File: src/rtl/clk_switch_sequencer_if.sv
// Clock-select handshake bundle between the address-decode side, the
// sequencer and the clock switcher.
interface clk_switch_sequencer_if #(
  parameter int CNT_W = 16
);
  logic             host_req;
  logic             hs_en;
  logic             hsclk_selected;
  logic             lsclk_selected;
  logic             hsclk_sel;
  logic             cpu_rdy;
  logic             switch_busy;
  logic             switch_timeout;
  logic [CNT_W-1:0] switch_count;

  modport master (
    input  host_req,
    input  hs_en,
    input  hsclk_selected,
    input  lsclk_selected,
    output hsclk_sel,
    output cpu_rdy,
    output switch_busy,
    output switch_timeout,
    output switch_count
  );

  modport slave (
    output host_req,
    output hs_en,
    output hsclk_selected,
    output lsclk_selected,
    input  hsclk_sel,
    input  cpu_rdy,
    input  switch_busy,
    input  switch_timeout,
    input  switch_count
  );
endinterface

File: src/rtl/clk_switch_sequencer.sv
// Initiator side of the CPU clock-select handshake: runs the CPU on the fast
// clock when allowed and drops to the host clock for host-bus accesses.
module clk_switch_sequencer #(
  parameter int SYNC_STAGES     = 2,
  parameter int HS_RETURN_DELAY = 4,
  parameter int TIMEOUT_CYCLES  = 1023,
  parameter int CNT_W           = 16
) (
  input logic                    hsclk_in,
  input logic                    rst,
  clk_switch_sequencer_if.master bus
);

  localparam logic [7:0]  RETURN_LOAD = 8'(HS_RETURN_DELAY);
  localparam logic [15:0] TMO_LIMIT   = 16'(TIMEOUT_CYCLES);

  typedef enum logic [1:0] {
    LS_RUN = 2'd0,
    REQ_HS = 2'd1,
    HS_RUN = 2'd2,
    REQ_LS = 2'd3
  } state_t;

  state_t               state_r;
  logic [7:0]           delay_r;
  logic [15:0]          tmo_cnt_r;
  logic                 hsclk_sel_r;
  logic                 switch_busy_r;
  logic                 switch_timeout_r;
  logic [CNT_W-1:0]     switch_count_r;
  logic [SYNC_STAGES-1:0] hs_sync_r;
  logic [SYNC_STAGES-1:0] ls_sync_r;

  logic        hs_s;
  logic        ls_s;
  logic        hs_done_s;
  logic        ls_done_s;
  logic        leave_hs_s;
  logic [15:0] tmo_next_s;
  logic        cpu_rdy_s;

  // Feedback synchronisers for the asynchronous switcher status lines.
  always_ff @(posedge hsclk_in or posedge rst) begin
    if (rst) begin
      hs_sync_r <= '0;
      ls_sync_r <= '0;
    end else begin
      hs_sync_r <= {hs_sync_r[SYNC_STAGES-2:0], bus.hsclk_selected};
      ls_sync_r <= {ls_sync_r[SYNC_STAGES-2:0], bus.lsclk_selected};
    end
  end

  assign hs_s = hs_sync_r[SYNC_STAGES-1];
  assign ls_s = ls_sync_r[SYNC_STAGES-1];

  // Completion decode, saturating timeout increment and cpu_rdy lookahead.
  always_comb begin
    hs_done_s  = hs_s & ~ls_s;
    ls_done_s  = ls_s & ~hs_s;
    leave_hs_s = bus.host_req | ~bus.hs_en;
    if (tmo_cnt_r == 16'hFFFF) begin
      tmo_next_s = tmo_cnt_r;
    end else begin
      tmo_next_s = tmo_cnt_r + 16'd1;
    end
    // Dropping cpu_rdy in the HS_RUN exit cycle keeps host accesses off the fast clock.
    cpu_rdy_s = 1'b0;
    case (state_r)
      LS_RUN:  cpu_rdy_s = 1'b1;
      HS_RUN:  cpu_rdy_s = ~leave_hs_s;
      default: cpu_rdy_s = 1'b0;
    endcase
  end

  // Switch FSM with its delay/timeout counters and registered status outputs.
  always_ff @(posedge hsclk_in or posedge rst) begin
    if (rst) begin
      state_r          <= LS_RUN;
      delay_r          <= RETURN_LOAD;
      tmo_cnt_r        <= 16'd0;
      hsclk_sel_r      <= 1'b0;
      switch_busy_r    <= 1'b0;
      switch_timeout_r <= 1'b0;
      switch_count_r   <= '0;
    end else begin
      case (state_r)
        LS_RUN: begin
          tmo_cnt_r <= 16'd0;
          if (leave_hs_s) begin
            delay_r <= RETURN_LOAD;
          end else if (delay_r == 8'd0) begin
            state_r       <= REQ_HS;
            hsclk_sel_r   <= 1'b1;
            switch_busy_r <= 1'b1;
          end else begin
            delay_r <= delay_r - 8'd1;
          end
        end
        REQ_HS: begin
          tmo_cnt_r <= tmo_next_s;
          if (tmo_next_s == TMO_LIMIT) begin
            switch_timeout_r <= 1'b1;
          end
          if (hs_done_s) begin
            state_r        <= HS_RUN;
            switch_busy_r  <= 1'b0;
            switch_count_r <= switch_count_r + CNT_W'(1);
          end
        end
        HS_RUN: begin
          tmo_cnt_r <= 16'd0;
          if (leave_hs_s) begin
            state_r       <= REQ_LS;
            hsclk_sel_r   <= 1'b0;
            switch_busy_r <= 1'b1;
          end
        end
        REQ_LS: begin
          tmo_cnt_r <= tmo_next_s;
          if (tmo_next_s == TMO_LIMIT) begin
            switch_timeout_r <= 1'b1;
          end
          if (ls_done_s) begin
            state_r        <= LS_RUN;
            delay_r        <= RETURN_LOAD;
            switch_busy_r  <= 1'b0;
            switch_count_r <= switch_count_r + CNT_W'(1);
          end
        end
        default: begin
          state_r       <= LS_RUN;
          delay_r       <= RETURN_LOAD;
          hsclk_sel_r   <= 1'b0;
          switch_busy_r <= 1'b0;
        end
      endcase
    end
  end

  assign bus.hsclk_sel      = hsclk_sel_r;
  assign bus.cpu_rdy        = cpu_rdy_s;
  assign bus.switch_busy    = switch_busy_r;
  assign bus.switch_timeout = switch_timeout_r;
  assign bus.switch_count   = switch_count_r;

endmodule
File: src/flat_wrapper.sv
// flat-port wrapper written by rule: the top's interface ports become plain ports
module clk_switch_sequencer_flat 
#(
  parameter int SYNC_STAGES     = 2,
  parameter int HS_RETURN_DELAY = 4,
  parameter int TIMEOUT_CYCLES  = 1023,
  parameter int CNT_W           = 16
)
  (hsclk_in, rst, bus_host_req, bus_hs_en, bus_hsclk_selected, bus_lsclk_selected, bus_hsclk_sel, bus_cpu_rdy, bus_switch_busy, bus_switch_timeout, bus_switch_count);
  clk_switch_sequencer_if #(.CNT_W(CNT_W)) bus_i ();
  input logic hsclk_in;
  input logic rst;
  input wire logic [$bits(bus_i.host_req)-1:0] bus_host_req;
  input wire logic [$bits(bus_i.hs_en)-1:0] bus_hs_en;
  input wire logic [$bits(bus_i.hsclk_selected)-1:0] bus_hsclk_selected;
  input wire logic [$bits(bus_i.lsclk_selected)-1:0] bus_lsclk_selected;
  output wire logic [$bits(bus_i.hsclk_sel)-1:0] bus_hsclk_sel;
  output wire logic [$bits(bus_i.cpu_rdy)-1:0] bus_cpu_rdy;
  output wire logic [$bits(bus_i.switch_busy)-1:0] bus_switch_busy;
  output wire logic [$bits(bus_i.switch_timeout)-1:0] bus_switch_timeout;
  output wire logic [$bits(bus_i.switch_count)-1:0] bus_switch_count;
  assign bus_i.host_req = bus_host_req;
  assign bus_i.hs_en = bus_hs_en;
  assign bus_i.hsclk_selected = bus_hsclk_selected;
  assign bus_i.lsclk_selected = bus_lsclk_selected;
  assign bus_hsclk_sel = bus_i.hsclk_sel;
  assign bus_cpu_rdy = bus_i.cpu_rdy;
  assign bus_switch_busy = bus_i.switch_busy;
  assign bus_switch_timeout = bus_i.switch_timeout;
  assign bus_switch_count = bus_i.switch_count;
  clk_switch_sequencer #(.SYNC_STAGES(SYNC_STAGES), .HS_RETURN_DELAY(HS_RETURN_DELAY), .TIMEOUT_CYCLES(TIMEOUT_CYCLES), .CNT_W(CNT_W)) u_core (.hsclk_in(hsclk_in), .rst(rst), .bus(bus_i));
endmodule
File: config.mk
export PLATFORM = sky130hd
export DESIGN_NAME = clk_switch_sequencer_flat
export DESIGN_NICKNAME = d
export VERILOG_FILES = /design/src/rtl/clk_switch_sequencer_if.sv /design/src/rtl/clk_switch_sequencer.sv /design/src/flat_wrapper.sv
export SDC_FILE = /design/constraint.sdc
export NUM_CORES = 1
export LEC_CHECK = 0
export ABC_AREA = 1
export CELL_PAD_IN_SITES_DETAIL_PLACEMENT = 1
export CELL_PAD_IN_SITES_GLOBAL_PLACEMENT = 1
export CORE_MARGIN = 2
export CORE_UTILIZATION = 43
export CTS_CLUSTER_DIAMETER = 200
export DETAILED_ROUTE_END_ITERATION = 12
export GPL_ROUTABILITY_DRIVEN = 0
export GPL_TIMING_DRIVEN = 0
export MAX_ROUTING_LAYER = met4
export PLACE_DENSITY_LB_ADDON = 0.1
export SLEW_MARGIN = 20
export SYNTH_ARGS = -nofsm -noshare
export SYNTH_HDL_FRONTEND = slang
export SYNTH_SLANG_ARGS = --single-unit
File: constraint.sdc
create_clock -name hsclk_in -period 2.1 [get_ports hsclk_in]
set_input_delay 0.315 -clock hsclk_in [delete_from_list [all_inputs] [get_ports hsclk_in]]
set_output_delay 0.315 -clock hsclk_in [all_outputs]
set_load 0.01 [all_outputs]
==> results of run 1 <==
-- final timing paths --
path                                                     from  depth (start not counted)                                       to  slack [ns]
worst max-delay path            u_core.tmo_cnt_r[0]$_DFF_PP0_                         12    u_core.bus.switch_timeout$_DFFE_PP0P_        0.16
worst min-delay path                                      rst                          2  u_core.bus.switch_count[10]$_DFFE_PP0P_        0.31
worst max register to register  u_core.tmo_cnt_r[0]$_DFF_PP0_                         12    u_core.bus.switch_timeout$_DFFE_PP0P_        0.16
worst min register to register  u_core.ls_sync_r[0]$_DFF_PP0_                          0            u_core.ls_sync_r[1]$_DFF_PP0_        0.36
max in group asynchronous                                 rst                          3            u_core.delay_r[2]$_DFFE_PP1P_        1.22
min in group hsclk_in           u_core.ls_sync_r[0]$_DFF_PP0_                          0            u_core.ls_sync_r[1]$_DFF_PP0_        0.36
-- cells in the final DEF (no fill, tap or decap) --
cell / Yosys / final
inv_2: 1 / 2
buf_4: 0 / 3
o21ai_2: 1 / 1
xor2_1: 12 / 12
xnor2_1: 10 / 10
buf_8: 1 / 1
nand2_2: 3 / 3
nand2_1: 56 / 56
nand3_2: 1 / 1
clkbuf_8: 0 / 5
a21oi_1: 18 / 18
o22ai_1: 1 / 1
o21bai_1: 2 / 2
nand2_4: 1 / 1
buf_12: 0 / 1
dlygate4sd2_1: 0 / 1
o21ai_0: 9 / 9
ha_1: 8 / 8
nand3_1: 29 / 29
dfrtp_1: 48 / 47
inv_1: 38 / 37
dfstp_2: 1 / 1
nor2_4: 3 / 4
inv_4: 2 / 2
a31oi_1: 1 / 1
nor2_2: 4 / 3
o31ai_1: 1 / 1
buf_2: 1 / 1
mux2_2: 1 / 1
clkdlybuf4s50_1: 0 / 24
o21ai_1: 3 / 3
dfrtp_2: 0 / 1
nor2_1: 44 / 44
nor2_8: 1 / 1
nand4_1: 10 / 10
clkinv_4: 0 / 1
clkbuf_1: 1 / 2
nor3_1: 3 / 3
-- per-layer routing --
layer	share of wire [%]	global-route usage, %
met5	0	-
met4	1.4	6.667
met3	1.9	2.935
met2	50	34.39
met1	46	24.24
-- power breakdown --
group          internal, mW  total, mW  switching [mW]
Sequential             1.13       1.29           0.158
Combinational         0.514       1.30           0.787
Clock                 0.232      0.557           0.325
-- through the flow --
stage                       TNS (ns)  hold WS (ns)  utilization, %  area, sq um  power, mW
after global placement        -20.22        0.3334           50.15         2969      2.543
after global routing      -0.0008300        0.3599           52.32         3098      3.422
after CTS                          0        0.3129           51.84         3069      3.168
after floorplan                    0        0.3312               -         2625      2.149
after detailed placement   -0.008401        0.3378           50.49         2989      2.609
final                              0        0.3091           52.32         3098      3.147
-- what timing repair did --
item	CTS	global route
resized for setup	1	2
endpoints found under the setup margin	1	2
pin swaps	0	2
setup buffers	0	3
-- layout make-up --
type                       count  area, sq um
fill                         726         2823
sequential                    49         1229
multi-input combinational    222         1220
timing repair buffer          29        291.5
inverter                      41        158.9
tap                           75        93.84
clock buffer                   6        72.57
buffer                         3        23.77
clock inverter                 1        8.758
-- flip-flops by register name, summed over array words and instances (netlist names) --
signal,count
u_core.bus.switch_timeout,1
u_core.bus.hsclk_sel,1
u_core.hs_sync_r,2
u_core.bus.switch_busy,1
u_core.tmo_cnt_r,16
u_core.ls_sync_r,2
u_core.state_r,2
u_core.bus.switch_count,16
u_core.delay_r,8
-- cells by family (layout without fill, tap and decap cells) --
family / Yosys count / count (layout) / synth area share, %
AO/OA/AOI/OAI: 36 / 36 / 7.388
XOR/XNOR: 22 / 22 / 7.340
adder cells (fa/ha/maj): 8 / 8 / 3.813
buffers and inverters: 44 / 80 / 6.958
flip-flops: 49 / 49 / 46.76
multiplexers: 1 / 1 / 0.4289
AND/OR/NAND/NOR: 155 / 155 / 27.31
-- worst reg2reg max path: stages (launching register included) --
cell and delay, ns:
dfrtp_2 0.42, ha_1 0.25, nand2_2 0.09, nor2_4 0.20
nand2_4 0.10, nor2_8 0.17, inv_4 0.07, buf_8 0.14
o21ai_1 0.08, nand2_1 0.09, nor2_1 0.13, nand2_1 0.07
nand2_1 0.07
==> summary.txt, run 1 <==
Status
  – Status: completed

Setup path
  – Cell mode on critical path: nand2_1
  – Critical Path Source Type: flop
  – Crit path max-delay cell type: dfrtp_2
  – CP delay by family, top: simple AND/OR/NAND/NOR gates
  – CP endpoint kind: flop
  – CP Max Fanout: 10
  – CP max stage delay: between 0.4 and 0.5 ns
  – CP arrival: between 2 and 2.5 ns
  – CP Class: reg -> reg
  – Critical-path cell list: ha_1 > nand2_2 > nor2_4 > nand2_4 > nor2_8 > inv_4 > buf_8 > o21ai_1 > nand2_1 > nor2_1 > nand2_1 > nand2_1
  – Worst path required time: approximately 2.3 ns
  – Critical path buffers and inverters: 2

Cells and area
  – Layout area overhead: 18.02%
  – Layout cells sized above 1: 9.402%
  – Final #Nets: 365
  – Non-Filler Instances: 426
  – Antenna Cells: 0

Die
  – Core footprint: 0.005921 sq mm
  – Die height: 82.13 microns
  – Die area: just under 0.007 sq mm
  – Die width: 82.13 microns
  – Num rows: 28
  – IO Count: 26
  – Initial core utilization: around 44%

Routing
  – Routed vias: 2166
  – DR WL/cell: roughly 14 microns
  – DRT Pass-1 Iters: 4
  – DR DRC count: 0
  – Post-Route WL: 6039 microns
  – First DRT Iteration DRCs: 80
  – Routed Antenna Nets: 0
  – Vias per inst: 5.085

CTS
  – CTS max path bufs: 2
  – # clock sinks: 49
  – CTS tree: yes
  – CTS Buf Count: 5
  – CTS Hold Buffers Added: 0
  – Clock Pin Slew Worst Setup and Hold Paths: about 0.09 ns
  – H-tree Lvls: 2
  – Clock root buffer: clkbuf_8
  – Clock Latency Late Sink: 0.30 ns

Yosys
  – Post-synthesis cell area: 0.002625 sq mm
  – Yosys warnings: 0
  – Async set-reset flop share out of synthesis: 100.0%
  – Area leader, netlist: dfrtp_1
  – Seq/Total Area, Yosys: around 47%
  – Top cells by area, synth: dfrtp_1 46%, nand2_1 8.0%, nor2_1 6.3%
  – Number of distinct library cells after synthesis: 31
  – Synth Flop Type: dfrtp_1
  – Syn Nets: between 300 and 400
  – Register bit total from synthesis: 49
  – Cells after Synth: about 320
  – Synth top area share: 45.76%
  – Most instantiated library cell after synthesis: nand2_1
  – Mean Syn Cell Area: 8.333 sq um
  – Top cells by count, synth: 56 x nand2_1, 48 x dfrtp_1, 44 x nor2_1, 38 x inv_1, 29 x nand3_1
  – Post-synth EDFFs: 0

Pwr
  – Power Dens Cells: 1016 mW/mm^2
  – LEAKAGE: 1.461 nW
  – Max IR drop VDD: 0.6385 mV

GRT
  – Initial antenna violation count: 0
  – Grt ovf: 0
  – Pin count of the biggest net entering global routing: 34
  – Global-route wire length before repair: 9998 microns
  – GRT Util Overall: 20.04%
  – Number of global-route vias before repair: 2191

Place
  – DPL Wire Length: 4740 microns
  – Port Buffers: 25
  – Placed cells: 416
  – Pre-CTS WS: -0.008401 ns

STA
  – Min setup slack post-route: 0.1589 ns
  – Period utilisation layout: 92.43%
  – Fin. max-slew vios: 0
  – Fmax: around 520 MHz
  – Worst rel slew slack: 62.07%
  – Final min period: between 1.5 and 2 ns
  – Setup Viol. Count Final: 0
  – Fin. Hold Viols: 0
  – Setup Skew: 0.008680 ns
  – Least-Margin Pin Slew: roughly 0.57 ns

Hold path
  – Hold WC Path Type: in -> async

Job
  – Max-Cap Viols: 0
Note: power is estimated with default switching activity, not from simulation.
==> inputs of run 2 (changes only) <==
- CORE_MARGIN: 2 -> 4
- SLEW_MARGIN: 20 -> default
==> run 2 against run 1 <==
  * First-iteration DRC count down 10%
  * Count of clock-buffer cells in the layout shrank 1
  * Via count up 0.28%
  * Setup slack got worse by 0.026 ns
  * Critical path depth is the same
  * Wire length is 2.6% higher
  * Clock skew shrank 0.0026 ns
  * Core utilization up 0.36 points
  * Global-route usage down 1.0 points
  * Critical endpoint unchanged
  * Highest routed layer unchanged
==> summary.txt, run 2 (synthesized netlist as in run 1, its figures left out) <==
GRT
  – Grt ovf: 0
  – Number of global-route vias before repair: 2349
  – Pin count of the biggest net entering global routing: 29
  – GRT Util Overall: 19.02%
  – Global-route wire length before repair: 10890 microns
  – Initial antenna violation count: 0

Setup path
  – Critical-path cell list: ha_2 > nand2_2 > nor2_4 > nand2_4 > nor2_8 > inv_4 > buf_8 > o21ai_1 > nand2_1 > nor2_1 > nand2_1 > nand2_1
  – Critical path buffers and inverters: 2
  – CP max stage delay: 0.43 ns
  – Reg-to-reg critical path startpoint: u_core.tmo_cnt_r[0]$_DFF_PP0_
  – CP Max Fanout: 10
  – Register-to-register setup slack: 0.13 ns
  – Worst path required time: about 2.4 ns
  – CP endpoint kind: flop
  – Cell mode on critical path: nand2_1
  – CP arrival: ~2.2 ns
  – R2r endpoint: u_core.bus.switch_timeout$_DFFE_PP0P_
  – CP Class: reg -> reg
  – R2r worst-path depth: 12
  – Crit path max-delay cell type: dfrtp_2
  – Critical Path Source Type: flop
  – CP delay by family, top: simple AND/OR/NAND/NOR gates

Place
  – DPL Wire Length: between 4000 and 5000 microns
  – Port Buffers: 25
  – Dpl cell area: approximately 0.003 sq mm

STA
  – Setup Skew: 0.006112 ns
  – Fmax: 508.5 MHz
  – Period utilisation layout: 93.65%
  – Final min period: about 2.0 ns
  – RSZ-0062 raised after global routing: no
  – Least-Margin Pin Slew: 0.5790 ns
  – Setup Viol. Count Final: 0
  – Worst rel slew slack: 61.26%
  – Fin. max-slew vios: 0
  – Fin. Hold Viols: 0

CTS
  – Clock Latency Late Sink: 0.31 ns
  – Clock Pin Slew Worst Setup and Hold Paths: around 0.1 ns
  – CTS tree: yes
  – CTS max path bufs: 2
  – H-tree Lvls: 2
  – # clock sinks: ~50
  – CTS Hold Buffers Added: 0
  – CTS Buf Count: 5
  – Clock root buffer: clkbuf_8

Cells and area
  – Most common cell after layout, fill and taps aside: nand2_1
  – Design Area, Final: 0.003119 sq mm
  – Post-layout util: 52.68%
  – Final #Nets: 367
  – Antenna Cells: 0
  – # fillers: 720
  – Layout cells sized above 1: a little over a tenth
  – Layout area overhead: 18.83%
  – Most frequent cells in the layout: 56 x nand2_1, 47 x dfrtp_1, 44 x nor2_1

Job
  – Max-Cap Viols: 0

Routing
  – Routed vias: 2172
  – Vias per inst: 5.063
  – DRT Pass-1 Iters: 4
  – DR DRC count: 0
  – Post-Route WL: 6194 microns
  – DR WL/cell: 14.44 microns
  – First DRT Iteration DRCs: 72
  – Routed Antenna Nets: 0

Die
  – Core footprint: 0.005921 sq mm
  – Die width: 86.13 microns
  – Initial core utilization: 44.34%
  – Num rows: 28
  – Die area: 0.007418 sq mm
  – IO Count: 26
  – Die height: 86.13 microns

Pwr
  – Max IR drop VDD: 0.6632 mV
  – LEAKAGE: 1.472 nW
  – Power Dens Cells: ~1000 mW/mm^2

Hold path
  – Hold WC Path Type: in -> async

Status
  – Status: completed
## run 2: cell types whose count changed in the layout (fill, tap and decap cells not counted), sizes merged
cell      before  now
inv           41   42
clkinvlp       0    1
clkbuf         7    6
buf            6    8
## run 2: layer usage
layer / up-vias / track usage [%] / routed length, microns
li1: 1079 / - / -
met1: 1062 / 22.52 / 2805
met2: 21 / 33.01 / 3151
met3: 10 / 3.458 / 135
met4: 0 / 5.324 / 101
met5: - / - / 0
## run 2: timing repair
action	in CTS	in global routing
endpoints found under the setup margin	1	2
setup buffers	0	5
hold endpoints to repair	0	0
pin swaps	0	2
gates resized for setup	1	2
## run 2: worst max-delay path by stage
stage,from,endpoint,slack (ns),cells after the start
finish,u_core.tmo_cnt_r[0]$_DFF_PP0_,u_core.bus.switch_timeout$_DFFE_PP0P_,0.13,12
global route,u_core.tmo_cnt_r[0]$_DFF_PP0_,u_core.bus.switch_timeout$_DFFE_PP0P_,0.003,12
CTS,u_core.tmo_cnt_r[0]$_DFF_PP0_,u_core.bus.switch_timeout$_DFFE_PP0P_,0.03,12
detailed placement,bus_hs_en,bus_cpu_rdy,0.02,6
global placement,rst,u_core.tmo_cnt_r[5]$_DFF_PP0_,-0.42,2
floorplan,u_core.tmo_cnt_r[0]$_DFF_PP0_,u_core.bus.switch_timeout$_DFFE_PP0P_,0.47,12
## run 2: layout make-up
cell class | count | area (sq um) | share of cell area [%]
inverter | 41 | 158.9 | 5.094
tap | 75 | 93.84 | 3.008
multi-input combinational | 222 | 1217 | 39.03
clock buffer | 5 | 68.82 | 2.206
sequential | 49 | 1229 | 39.39
clock inverter | 3 | 21.27 | 0.6819
timing repair buffer | 31 | 306.5 | 9.828
buffer | 3 | 23.77 | 0.7621
## run 2: stage by stage
stage          std cells  hold slack (ns)  setup TNS (ns)  setup slack [ns]  total power [mW]
6_report             429           0.3356               0            0.1334             3.181
5_1_grt              429           0.3652               0          0.003364             3.472
4_1_cts              424           0.3474               0           0.03297             3.205
3_5_place_dp         416           0.3364               0           0.02362             2.617
3_3_place_gp         415           0.3337          -20.03           -0.4206             2.546
2_1_floorplan        315           0.3312               0            0.4698             2.149
## run 2: where the power goes
group / total [mW] / leakage (nW) / switching (mW) / internal [mW]
Sequential: 1.29 / 0.648 / 0.161 / 1.13
Combinational: 1.31 / 0.780 / 0.793 / 0.514
Clock: 0.582 / 0.0445 / 0.345 / 0.237
Total: 3.18 / 1.47 / 1.30 / 1.88
